$ cat config.mk
export PLATFORM = sky130hd
export DESIGN_NAME = gestor_vidas
export DESIGN_NICKNAME = d
export VERILOG_FILES = /design/src/rtl/gestor_vidas.sv
export SDC_FILE = /design/constraint.sdc
export NUM_CORES = 1
export LEC_CHECK = 0
export ABC_AREA = 1
export BUFFER_PORTS_ARGS = -buffer_cell sky130_fd_sc_hd__buf_2
export CAP_MARGIN = 20
export CORE_MARGIN = 5
export CORE_UTILIZATION = 61
export CTS_BUF_LIST = sky130_fd_sc_hd__clkbuf_4
export DETAILED_ROUTE_END_ITERATION = 7
export PLACE_DENSITY = 0.94
export REMOVE_ABC_BUFFERS = 1
export SLEW_MARGIN = 20
export SYNTH_ARGS = -nofsm -noshare
export SYNTH_HDL_FRONTEND = slang
export SYNTH_SLANG_ARGS = --single-unit
$ cat constraint.sdc
create_clock -name clk -period 4.05 [get_ports clk]
set_clock_uncertainty 0.05 [all_clocks]
set_input_delay 0.81 -clock clk [delete_from_list [all_inputs] [get_ports clk]]
set_output_delay 0.81 -clock clk [all_outputs]
set_load 0.02 [all_outputs]
$ cat src/rtl/gestor_vidas.sv
// rtl/gestor_vidas.sv - match controller: lives counters, round sequencing, serve requests
//
// Purpose: owns the left/right lives counters shown in the HUD and sequences each round.
//   The round order is IDLE -> PLAY -> PAUSE (after a goal) -> PLAY, until a side runs out of lives.
//   It then enters OVER. Ball motion is gated through freeze, and serve pulses relaunch the ball.
// Ports:
//   clk        in   system/pixel clock
//   rst_n      in   asynchronous reset, active low
//   frame_tick in   one-cycle pulse per video frame
//   start      in   start button level (rising edge acts)
//   goal_l     in   ball past left edge level (left concedes)
//   goal_r     in   ball past right edge level (right concedes)
//   vidasi     out  left lives
//   vidasd     out  right lives
//   freeze     out  1 = physics halted
//   serve      out  one-cycle serve pulse
//   serve_dir  out  serve direction, 0 = toward left, 1 = toward right
//   game_over  out  1 while in OVER
//   winner     out  01 left won, 10 right won, 11 draw, 00 none
module gestor_vidas #(
  parameter int MAX_LIVES    = 7,
  parameter int LIVES_W      = 3,
  parameter int PAUSE_FRAMES = 60,
  parameter int PAUSE_W      = 6
) (
  input  logic               clk,
  input  logic               rst_n,
  input  logic               frame_tick,
  input  logic               start,
  input  logic               goal_l,
  input  logic               goal_r,
  output logic [LIVES_W-1:0] vidasi,
  output logic [LIVES_W-1:0] vidasd,
  output logic               freeze,
  output logic               serve,
  output logic               serve_dir,
  output logic               game_over,
  output logic [1:0]         winner
);

  typedef enum logic [1:0] {S_IDLE, S_PLAY, S_PAUSE, S_OVER} state_t;

  localparam logic [LIVES_W-1:0] L_MAX   = LIVES_W'(MAX_LIVES);
  localparam logic [LIVES_W-1:0] L_ONE   = LIVES_W'(1);
  localparam logic [LIVES_W-1:0] L_ZERO  = '0;
  localparam logic [PAUSE_W-1:0] P_LAST  = PAUSE_W'(PAUSE_FRAMES - 1);
  localparam logic [PAUSE_W-1:0] P_ONE   = PAUSE_W'(1);

  state_t             r_state;
  logic [LIVES_W-1:0] r_vi, r_vd;
  logic               r_freeze, r_serve, r_dir, r_go;
  logic [1:0]         r_win;
  logic [PAUSE_W-1:0] r_cnt;

  // Input sync stage (_s) followed by a previous-value stage (_q) for edge detection.
  logic r_start_s, r_start_q, r_gl_s, r_gl_q, r_gr_s, r_gr_q;

  state_t             w_state_n;
  logic [LIVES_W-1:0] w_vi_n, w_vd_n;
  logic               w_freeze_n, w_serve_n, w_dir_n, w_go_n;
  logic [1:0]         w_win_n;
  logic [PAUSE_W-1:0] w_cnt_n;
  logic               w_start_ev, w_gl_ev, w_gr_ev;

  assign w_start_ev = r_start_s & ~r_start_q;
  assign w_gl_ev    = r_gl_s & ~r_gl_q;
  assign w_gr_ev    = r_gr_s & ~r_gr_q;

  always_ff @(posedge clk or negedge rst_n) begin
    if (!rst_n) begin
      r_state   <= S_IDLE;
      r_vi      <= L_MAX;
      r_vd      <= L_MAX;
      r_freeze  <= 1'b1;
      r_serve   <= 1'b0;
      r_dir     <= 1'b0;
      r_go      <= 1'b0;
      r_win     <= 2'b00;
      r_cnt     <= '0;
      r_start_s <= 1'b0;
      r_start_q <= 1'b0;
      r_gl_s    <= 1'b0;
      r_gl_q    <= 1'b0;
      r_gr_s    <= 1'b0;
      r_gr_q    <= 1'b0;
    end else begin
      r_state   <= w_state_n;
      r_vi      <= w_vi_n;
      r_vd      <= w_vd_n;
      r_freeze  <= w_freeze_n;
      r_serve   <= w_serve_n;
      r_dir     <= w_dir_n;
      r_go      <= w_go_n;
      r_win     <= w_win_n;
      r_cnt     <= w_cnt_n;
      r_start_s <= start;
      r_start_q <= r_start_s;
      r_gl_s    <= goal_l;
      r_gl_q    <= r_gl_s;
      r_gr_s    <= goal_r;
      r_gr_q    <= r_gr_s;
    end
  end

  always_comb begin
    w_state_n  = r_state;
    w_vi_n     = r_vi;
    w_vd_n     = r_vd;
    w_freeze_n = 1'b1;
    w_serve_n  = 1'b0;
    w_dir_n    = r_dir;
    w_go_n     = r_go;
    w_win_n    = r_win;
    w_cnt_n    = r_cnt;
    unique case (r_state)
      S_IDLE: begin
        if (w_start_ev) begin
          w_serve_n  = 1'b1;
          w_dir_n    = 1'b1;
          w_freeze_n = 1'b0;
          w_state_n  = S_PLAY;
        end
      end
      S_PLAY: begin
        w_freeze_n = 1'b0;
        if (w_gl_ev || w_gr_ev) begin
          // Saturate at zero so a counter can never wrap to a value the HUD misreads.
          if (w_gl_ev && r_vi != L_ZERO) w_vi_n = r_vi - L_ONE;
          if (w_gr_ev && r_vd != L_ZERO) w_vd_n = r_vd - L_ONE;
          w_freeze_n = 1'b1;
          // Serve goes toward the side that conceded; a double goal serves right.
          w_dir_n    = w_gr_ev;
          w_cnt_n    = '0;
          if (w_vi_n == L_ZERO || w_vd_n == L_ZERO) begin
            w_go_n    = 1'b1;
            w_win_n   = {w_vi_n == L_ZERO, w_vd_n == L_ZERO};
            w_state_n = S_OVER;
          end else begin
            w_state_n = S_PAUSE;
          end
        end
      end
      S_PAUSE: begin
        if (frame_tick) begin
          if (r_cnt == P_LAST) begin
            w_serve_n  = 1'b1;
            w_freeze_n = 1'b0;
            w_cnt_n    = '0;
            w_state_n  = S_PLAY;
          end else begin
            w_cnt_n = r_cnt + P_ONE;
          end
        end
      end
      S_OVER: begin
        if (w_start_ev) begin
          w_vi_n    = L_MAX;
          w_vd_n    = L_MAX;
          w_win_n   = 2'b00;
          w_go_n    = 1'b0;
          w_state_n = S_IDLE;
        end
      end
      default: w_state_n = S_IDLE;
    endcase
  end

  assign vidasi    = r_vi;
  assign vidasd    = r_vd;
  assign freeze    = r_freeze;
  assign serve     = r_serve;
  assign serve_dir = r_dir;
  assign game_over = r_go;
  assign winner    = r_win;

endmodule

==> impl_metrics.ini, run 1 <==
[hold_path]
hold_class = reg2reg

[cells_and_area]
layout_commonest_cell = nand2_1
final_cell_mix = 36 x nand2_1, 24 x inv_1, 19 x dfrtp_1, 17 x nand3_1, 17 x buf_2
drive_gt1_frac = 0.224
final_net_count = 182
diodes = 0
area_growth_pct = 11.7

[pwr]
comb_power_share = 0.376
p_seq_frac = 0.464
p_sw_frac = 0.404
irDropWorstVdd_mv = 0.305
totalPowerFinal_w = 0.000747
p_clk_frac = 0.160
p_leak_nw = 0.804
p_int_w = 0.000445
switching_power_w = 0.000302
p_per_area_nw_per_um2 = 524

[sta]
fmax_ghz = 0.467
finalCriticalPeriod_ps = 2140
fin_crit_sh = 0.528
slew_headroom = 0.627
tightest_slew_ps = 560
hold_slack_ps = 370
finalHoldViolCount = 0
finalSetupViolCount = 0
drv_slew = 0
rsz0062_at_grt = no
finalSetupTns_ps = 0

[clock_network]
cts_hold_buf = 0
cts_tree = built
clk_pin_slew_ps = 130
cts_setup_buffers = 0
clock_path_buffers = 2
htree_levels = 1
clock-root-buffer = clkbuf_4
cts_made_buffers = 3
clkSinkCount = 26
cts-resized-gates = 0
clk_latency_ps = 320

[place]
place_hpwl_um = 2200
gp_congestion = 0.824
io_buffers = 17

[global_route]
grt_util_all_layers = 0.194
antenna_found_initial = 0
overflow = 0
grt_max_degree = 27
grt_pass1_vias = 1170
grt_pass1_wl_um = 4860

[routing]
drc = 0
vias = 1088
drt_iter0_markers = 46
vias_per_cell = 5.52
wl_per_cell_um = 13.9
totalWireLength_um = 2740
final_antenna_net_count = 0
first_pass_iters = 5

[critical_path]
max_stage_delay_ps = 560
crit_chain = inv_1 -> ha_1 -> ha_1 -> inv_1 -> nand3_1 -> o21ai_1 -> nand3_1 -> nand3_1 -> nand2_1 -> nand2_1 -> nand2_1
required_ps = 4220
critPathSlowestCell = dfstp_2
crit_fanout = 5
crit_type = reg2reg
worstPathArrival_ps = 2310
endpoint_kind = register
cp-start-kind = register

[outcome]
outcome = finished clean

[job]
cap_violations = 0

[floorplan]
die_area_sq_um = 3110
core_area_sq_um = 1980
die_w_um = 55.7
die_h_um = 55.7
io_pins = 18
start_util = 0.644
rows = 16

[logic_synthesis]
yosys_warnings = 0
syn_area_sq_um = 1280
ys_seq_area_frac = 0.517
synth_seq_cells = 26
synth_cells = 149
ys_types = 21
syn_area_per_cell_sq_um = 8.57
## path summary, 6_finish.rpt
| check | cells past startpoint | slack (ps) | from | to |
|---|---|---|---|---|
| setup reg to reg | 11 | 1910 | vidasi[0] | winner[1] |
| hold / removal | 0 | 370 | r_start_s | r_start_q |
| setup / recovery | 11 | 1910 | vidasi[0] | winner[1] |
| min in group asynchronous | 1 | 410 | rst_n | r_cnt[2] |
| max in group asynchronous | 1 | 3170 | rst_n | vidasd[0] |
| hold reg to reg | 0 | 370 | r_start_s | r_start_q |
## cells in the mapped netlist (all sizes together)
cell,instances,area share
o21ai,8,0.031
dfrtp,19,0.37
clkinv,1,0.0029
ha,5,0.049
nand3,17,0.067
nor3,1,0.0039
dfstp,7,0.14
a21oi,6,0.026
a31oi,1,0.0049
nand2,39,0.12
nand4,6,0.039
inv,27,0.079
a22oi,6,0.035
nor2,6,0.020
## metrics by stage
| stage | cells | cell area, sq um | worst slack, ps | utilization |
|---|---|---|---|---|
| 2_1_floorplan | 149 | 1280 | 2120 | - |
| 3_3_place_gp | 193 | 1400 | 2150 | 0.704 |
| 3_5_place_dp | 193 | 1400 | 1940 | 0.704 |
| 4_1_cts | 197 | 1430 | 1910 | 0.719 |
| 5_1_grt | 197 | 1430 | 1740 | 0.719 |
| 6_report | 197 | 1430 | 1910 | 0.719 |
## sequential cells by signal, indices dropped and copies added, names as in the netlist, 2 cells and up
signal and count:
r_cnt 6, vidasi 3, winner 2, r_state 2
vidasd 3
## critical path, delay by kind of cell, from the launching register on
| family | cells | cell delay, ps |
|---|---|---|
| AO/OA/AOI/OAI | 1 | 260 |
| adder cells (fa/ha/maj) | 2 | 390 |
| buffers and inverters | 2 | 140 |
| flip-flops | 1 | 560 |
| AND/OR/NAND/NOR | 6 | 630 |
## power by group through the flow
stage | logic (W) | clock network [W] | registers (W)
after floorplan | 0.000161 | 0 | 0.000383
after detailed placement | 0.000280 | 0 | 0.000351
after global placement | 0.000259 | 0 | 0.000346
final | 0.000281 | 0.000119 | 0.000346
after CTS | 0.000282 | 0.000120 | 0.000346
after global routing | 0.000314 | 0.000133 | 0.000353
## layout make-up
type                    instances  area (sq um)
repair buffers                 17          85.1
well taps                      27          33.8
clock buffers                   4          30.0
flip-flops and latches         26           659
multi-input cells              95           512
fillers                       143           557
inverters                      28           105
## metal layers
metal	share of wire	global-route usage
met2	0.57	0.377
met3	0.047	0.0348
met1	0.37	0.189
met5	0	0
met4	0.015	0.104
## cell families after synthesis
logic type | synth area share
buffers and inverters | 0.0824
adders and majority gates | 0.0490
AOI/OAI and AO/OA | 0.0980
and+or+nand+nor | 0.254
DFF | 0.517
Note: power is estimated with default switching activity, not from simulation.
==> run 2, diff against run 1 <==
--- a/config.mk
+++ b/config.mk
@@ -5,14 +5,15 @@
 export SDC_FILE = /design/constraint.sdc
 export NUM_CORES = 1
 export LEC_CHECK = 0
-export ABC_AREA = 1
+export ABC_AREA = 0
 export BUFFER_PORTS_ARGS = -buffer_cell sky130_fd_sc_hd__buf_2
 export CAP_MARGIN = 20
+export CORE_ASPECT_RATIO = 1.75
 export CORE_MARGIN = 5
-export CORE_UTILIZATION = 61
+export CORE_UTILIZATION = 53
 export CTS_BUF_LIST = sky130_fd_sc_hd__clkbuf_4
 export DETAILED_ROUTE_END_ITERATION = 7
-export PLACE_DENSITY = 0.94
+export PLACE_DENSITY = 0.87
 export REMOVE_ABC_BUFFERS = 1
 export SLEW_MARGIN = 20
 export SYNTH_ARGS = -nofsm -noshare
==> constraint.sdc (replaced) <==
create_clock -name clk -period 1.9 [get_ports clk]
set_clock_uncertainty 0.05 [all_clocks]
set_input_delay 0.38 -clock clk [delete_from_list [all_inputs] [get_ports clk]]
set_output_delay 0.38 -clock clk [all_outputs]
set_load 0.02 [all_outputs]
==> run 2 against run 1 <==
Net effect: the run now ends with negative setup slack left; clock power rose to 3.3 times the previous value; combinational power rose to 6.0 times the previous value; register-to-register slack got worse by 2000 ps; total power grew to 4.0 times the previous value; sequential power increased to 2.7 times the previous value; non-clock buffer count increased by 19; area after synthesis rose by 6.1%; final area is 24% higher; first-iteration DRC count fell by 46%; flip-flop and latch count did not move; largest cell class is now multi-input gates; highest routed layer unchanged.
==> impl_metrics.ini, run 2 <==
[routing]
first_pass_iters = 5
met2_length_um = 1950
topRoutingLayerUsed = met4
vias = 1199
dr_wl_met3_um = 140
wl_per_cell_um = 17.6
wl_met1_um = 1160
totalWireLength_um = 3430
drt_iter0_markers = 25
vias_per_cell = 6.15
final_antenna_net_count = 0
drc = 0

[pwr]
p_leak_nw = 0.791
p_seq_frac = 0.313
p_per_area_nw_per_um2 = 1710
p_int_w = 0.00181
switching_power_w = 0.00120
p_clk_frac = 0.130
irDropWorstVdd_mv = 0.887
comb_power_share = 0.558
totalPowerFinal_w = 0.00301
p_sw_frac = 0.398

[global_route]
antenna_found_initial = 0
grt_util_all_layers = 0.200
grt_pass1_vias = 1266
grt_max_degree = 27
grt_pass1_wl_um = 5380
overflow = 0

[logic_synthesis]
synth_cells = 132
synth_edf_count = 0
synth.most_common_cell = dfrtp_1
ys_top_cells_by_count = 19 x dfrtp_1, 10 x inv_1, 9 x nand3_1, 9 x o21ai_0, 8 x a21oi_1
synthTopCellsByArea = dfrtp_1 35%, dfstp_2 14%, ha_1 4.6%, nand3_1 3.3%, o21ai_0 3.3%
async_reset_ff_frac = 1.00
yosysTopAreaCell = dfrtp_1
ys_seq_area_frac = 0.487
yosys_warnings = 0
synth_flop_cell = dfrtp_1
synth_seq_cells = 26
synth_top_area_frac = 0.351
syn_area_per_cell_sq_um = 10.3
ys_types = 38
syn_area_sq_um = 1350

[cells_and_area]
diodes = 0
largest_register = r_cnt
drive_gt1_frac = 0.420
area_growth_pct = 30.2
final_cell_mix = 19 x dfrtp_1, 17 x buf_2, 17 x buf_4, 9 x nand3_1, 9 x o21ai_0
final_cell_area_sq_um = 1760
layout_commonest_cell = dfrtp_1
largest_reg_flops = 6
final_net_count = 181

[outcome]
outcome = finished, violations left
violations = negative setup slack

[clock_network]
clock_path_buffers = 2
clk_pin_slew_ps = 150
clk_latency_ps = 340
cts_tree = built
htree_levels = 1
clock-root-buffer = clkbuf_4
cts_made_buffers = 3
clkSinkCount = 26

[floorplan]
die_area_sq_um = 3700
start_util = 0.550
io_pins = 18
core_area_sq_um = 2460
die_h_um = 76.9
die_w_um = 48.2
rows = 24

[hold_path]
hold_class = in2reg
min_path_cells = 1
min_from = goal_l

[sta]
slew_headroom = 0.590
finalHoldViolCount = 0
timing.final.ws_setup_ps = -129
tightest_slew_ps = 610
finalSetupViolCount = 4
drv_slew = 0
fin_crit_sh = 1.07
finalCriticalPeriod_ps = 2030
rsz0062_at_grt = yes
finalSetupTns_ps = -426
fmax_ghz = 0.493

[critical_path]
cp-start-kind = register
required_ps = 2110
endpoint_kind = register
worstPathArrival_ps = 2240
crit_type = reg2reg
cp-startpoint = vidasi[0]
ff2ff_path_depth = 8
r2r_start = vidasi[0]
crit_fanout = 4

[place]
gp_congestion = 0.848
place_hpwl_um = 2270
io_buffers = 17
placed_area_sq_um = 1540

[job]
cap_violations = 0
[run 2: cell types whose count changed after synthesis, moves of 4 or more]
| cell | delta |
|---|---|
| o21ai_1 | -4 |
| nor3_1 | +4 |
| a2bb2oi_1 | +4 |
| nand2_1 | -29 |
| a22oi_1 | -5 |
| nand2b_1 | +4 |
| o21ai_0 | +7 |
| nand3_1 | -8 |
| inv_1 | -14 |
[run 2: metal layers]
metal  vias up  track usage
met1       578        0.195
met4         0        0.140
li1        558            -
met5         -            0
met2        45        0.347
met3        18       0.0234
[run 2: kinds of logic after synthesis]
family / synth area share
and+or+nand+nor: 0.226
AOI/OAI and AO/OA: 0.171
DFF: 0.487
buffers and inverters: 0.0481
adders and majority gates: 0.0462
muxes: 0.0222
[run 2: layout make-up]
| type | instances | area, sq um |
|---|---|---|
| clock buffer | 3 | 22.5 |
| tap | 26 | 32.5 |
| timing repair buffer | 36 | 234 |
| fill | 173 | 699 |
| sequential | 26 | 659 |
| inverter | 11 | 41.3 |
| clock inverter | 1 | 30.0 |
| multi-input combinational | 92 | 743 |
[run 2: critical path: stages, from the launching register on]
cell and delay (ps):
dfstp_2 580, inv_2 50, ha_4 160, ha_4 170, nor3b_4 220, mux2i_2 310
buf_4 180, nand4_1 130, o211ai_1 110
[run 2: timing repair]
action	CTS	global route
endpoints found under the hold margin	19	0
endpoints found under the setup margin	10	11
gates resized for setup	16	9
pin swaps	10	8
hold buffers	1	0
buffers inserted	4	2
[run 2: power groups by stage]
| stage | registers [W] | logic (W) | clock network [W] |
|---|---|---|---|
| 4_1_cts | 0.000931 | 0.00149 | 0.000392 |
| 3_3_place_gp | 0.000922 | 0.00122 | 0 |
| 5_1_grt | 0.000957 | 0.00186 | 0.000411 |
| 2_1_floorplan | 0.00110 | 0.000621 | 0 |
| 3_5_place_dp | 0.000938 | 0.00127 | 0 |
| 6_report | 0.000940 | 0.00168 | 0.000390 |
[run 2: per-stage QoR]
| stage | hold slack (ps) | instances | setup WS (ps) | utilization |
|---|---|---|---|---|
| after detailed placement | 339 | 184 | -299 | 0.624 |
| after CTS | 84.6 | 193 | -106 | 0.694 |
| after floorplan | 34.4 | 129 | -260 | - |
| after global routing | 73.4 | 195 | -229 | 0.716 |
| after global placement | 330 | 184 | -199 | 0.624 |
| final | 84.3 | 195 | -129 | 0.716 |
[run 2: worst paths after layout]
path | end | slack, ps
worst max-delay path | winner[1] | -130
worst min-delay path | r_gl_s | 80
worst max register to register | winner[1] | -130
worst min register to register | r_start_q | 370
max in group asynchronous | winner[1] | 930
min in group asynchronous | r_state[1] | 500
==> run 3, diff against run 2 <==
--- a/config.mk
+++ b/config.mk
@@ -6,14 +6,15 @@
 export NUM_CORES = 1
 export LEC_CHECK = 0
 export ABC_AREA = 0
-export BUFFER_PORTS_ARGS = -buffer_cell sky130_fd_sc_hd__buf_2
+export BUFFER_PORTS_ARGS = -buffer_cell sky130_fd_sc_hd__clkbuf_2
 export CAP_MARGIN = 20
 export CORE_ASPECT_RATIO = 1.75
 export CORE_MARGIN = 5
 export CORE_UTILIZATION = 53
 export CTS_BUF_LIST = sky130_fd_sc_hd__clkbuf_4
 export DETAILED_ROUTE_END_ITERATION = 7
-export PLACE_DENSITY = 0.87
+export MAX_ROUTING_LAYER = met4
+export PLACE_DENSITY = 0.74
 export REMOVE_ABC_BUFFERS = 1
 export SLEW_MARGIN = 20
 export SYNTH_ARGS = -nofsm -noshare
==> run 3 against run 2 <==
Net effect: the run ends with negative hold slack, negative setup slack left; critical path depth fell by 1; non-clock buffer count fell by 1; largest power group unchanged; critical path type unchanged; sequential power rose by 3.5%; total power fell by 8.0%; sequential share of layout area rose by 1.3 points; worst hold slack got worse by 99 ps; register-to-register slack improved by 90 ps.
==> impl_metrics.ini, run 3 (synthesis gave the netlist of run 2 again) <==
[routing]
drt_iter0_markers = 38
vias_per_cell = 5.98
first_pass_iters = 6
final_antenna_net_count = 0
totalWireLength_um = 2970
vias = 1161
wl_per_cell_um = 15.3
drc = 0

[sta]
slew_headroom = 0.578
rsz0062_at_grt = yes
finalSetupViolCount = 3
timing.final.ws_setup_ps = -40.9
tightest_slew_ps = 633
finalHoldViolCount = 12
finalCriticalPeriod_ps = 1940
fmax_ghz = 0.515
fin_crit_sh = 1.02
drv_slew = 0
hold_slack_ps = -15.2

[outcome]
outcome = finished, violations left
violations = negative hold slack, negative setup slack

[cells_and_area]
diodes = 0
post-route-util = 0.692
largest_reg_flops = 6
final_net_count = 180
drive_gt1_frac = 0.393
area_growth_pct = 25.9
final_cell_mix = 19 x dfrtp_1, 18 x buf_4, 17 x clkbuf_2, 9 x nand3_1, 9 x o21ai_0
layout_commonest_cell = dfrtp_1
largest_register = r_cnt

[floorplan]
die_h_um = 76.9
io_pins = 18
start_util = 0.550
rows = 24
die_area_sq_um = 3700
core_area_sq_um = 2460
die_w_um = 48.2

[critical_path]
worstPathArrival_ps = 2130
crit_type = reg2reg
cp-start-kind = register
r2r-end = r_state[0]
crit_fanout = 3
endpoint_kind = register
required_ps = 2090
r2r_start = vidasd[0]
ff2ff_path_depth = 7
r2r_setup_slack_ps = -40

[hold_path]
hold_class = in2async

[clock_network]
clock-root-buffer = clkbuf_4
clkSinkCount = 26
htree_levels = 1
cts_made_buffers = 3
clock_path_buffers = 2
cts_hold_buf = 0
clk_latency_ps = 330
cts_tree = built
clk_pin_slew_ps = 140

[pwr]
p_leak_nw = 0.769
totalPowerFinal_w = 0.00277
irDropWorstVdd_mv = 0.764
p_per_area_nw_per_um2 = 1620

[global_route]
grt_pass1_wl_um = 5090
busiest_layer = met2
grt_max_degree = 27
use_met3 = 0.0258
grt_pass1_vias = 1268
grt_util_all_layers = 0.187
grtUsageMet2 = 0.336
met1_usage = 0.177
antenna_found_initial = 0
overflow = 0

[place]
gp_congestion = 0.800
io_buffers = 17
place_hpwl_um = 2240

[job]
cap_violations = 0
==> run 3: cell types whose count changed in the layout (fill, tap and decap cells not counted), sizes merged <==
cell         delta
dlygate4sd3     -1
clkinv          +1
bufinv          -1
buf            -17
clkbuf         +17
==> run 3: how the worst max path moves through the flow <==
stage / start / end / slack [ps] / depth (start not counted)
2_1_floorplan: vidasd[0] / r_state[0] / -260 / 7
3_3_place_gp: vidasi[0] / r_state[0] / -240 / 7
3_5_place_dp: vidasi[0] / r_state[0] / -270 / 7
4_1_cts: vidasd[1] / r_state[0] / -70 / 7
5_1_grt: vidasi[0] / r_state[0] / -130 / 8
6_report: vidasd[0] / r_state[0] / -40 / 7
==> run 3: cell type report <==
class / instances / area (sq um)
timing repair buffer: 35 / 220
clock buffer: 3 / 22.5
tap: 26 / 32.5
fill: 191 / 758
clock inverter: 1 / 3.75
inverter: 11 / 41.3
sequential: 26 / 659
multi-input combinational: 92 / 724
==> run 3: where the power goes <==
| group | internal, W | switching (W) | total, W |
|---|---|---|---|
| Clock | 0.0000773 | 0.000166 | 0.000243 |
| Sequential | 0.000784 | 0.000189 | 0.000973 |
| Combinational | 0.000773 | 0.000778 | 0.00155 |
==> run 3: per-stage QoR <==
step                TNS [ps]  area, sq um  hold WS, ps  std cells  setup WS, ps
floorplan               -640         1330         34.4        129          -260
global placement        -856         1550          329        185          -242
detailed placement      -950         1550          338        185          -271
CTS                     -138         1690         22.8        194         -70.5
global route            -406         1700         41.1        194          -125
finish                 -75.3         1700        -15.2        194         -40.9
==> run 3: layer usage <==
metal,vias up,share of wire
met3,9,0.031
li1,555,-
met4,0,0.025
met5,-,0
met1,574,0.35
met2,23,0.60
==> run 3: repair_timing <==
item                                    in CTS  in global routing
resized for setup                           16                  4
endpoints found under the setup margin       8                  8
pin swaps                                   12                  9
buffers inserted                             5                  0
endpoints found under the hold margin        0                  0
==> run 3: worst max-delay path: stages, from the launching register on <==
cell and delay, ps:
dfstp_2 560, inv_2 40, ha_4 160, ha_4 160, nor3b_4 210, mux2i_2 310, nand4_1 130, a32o_1 230
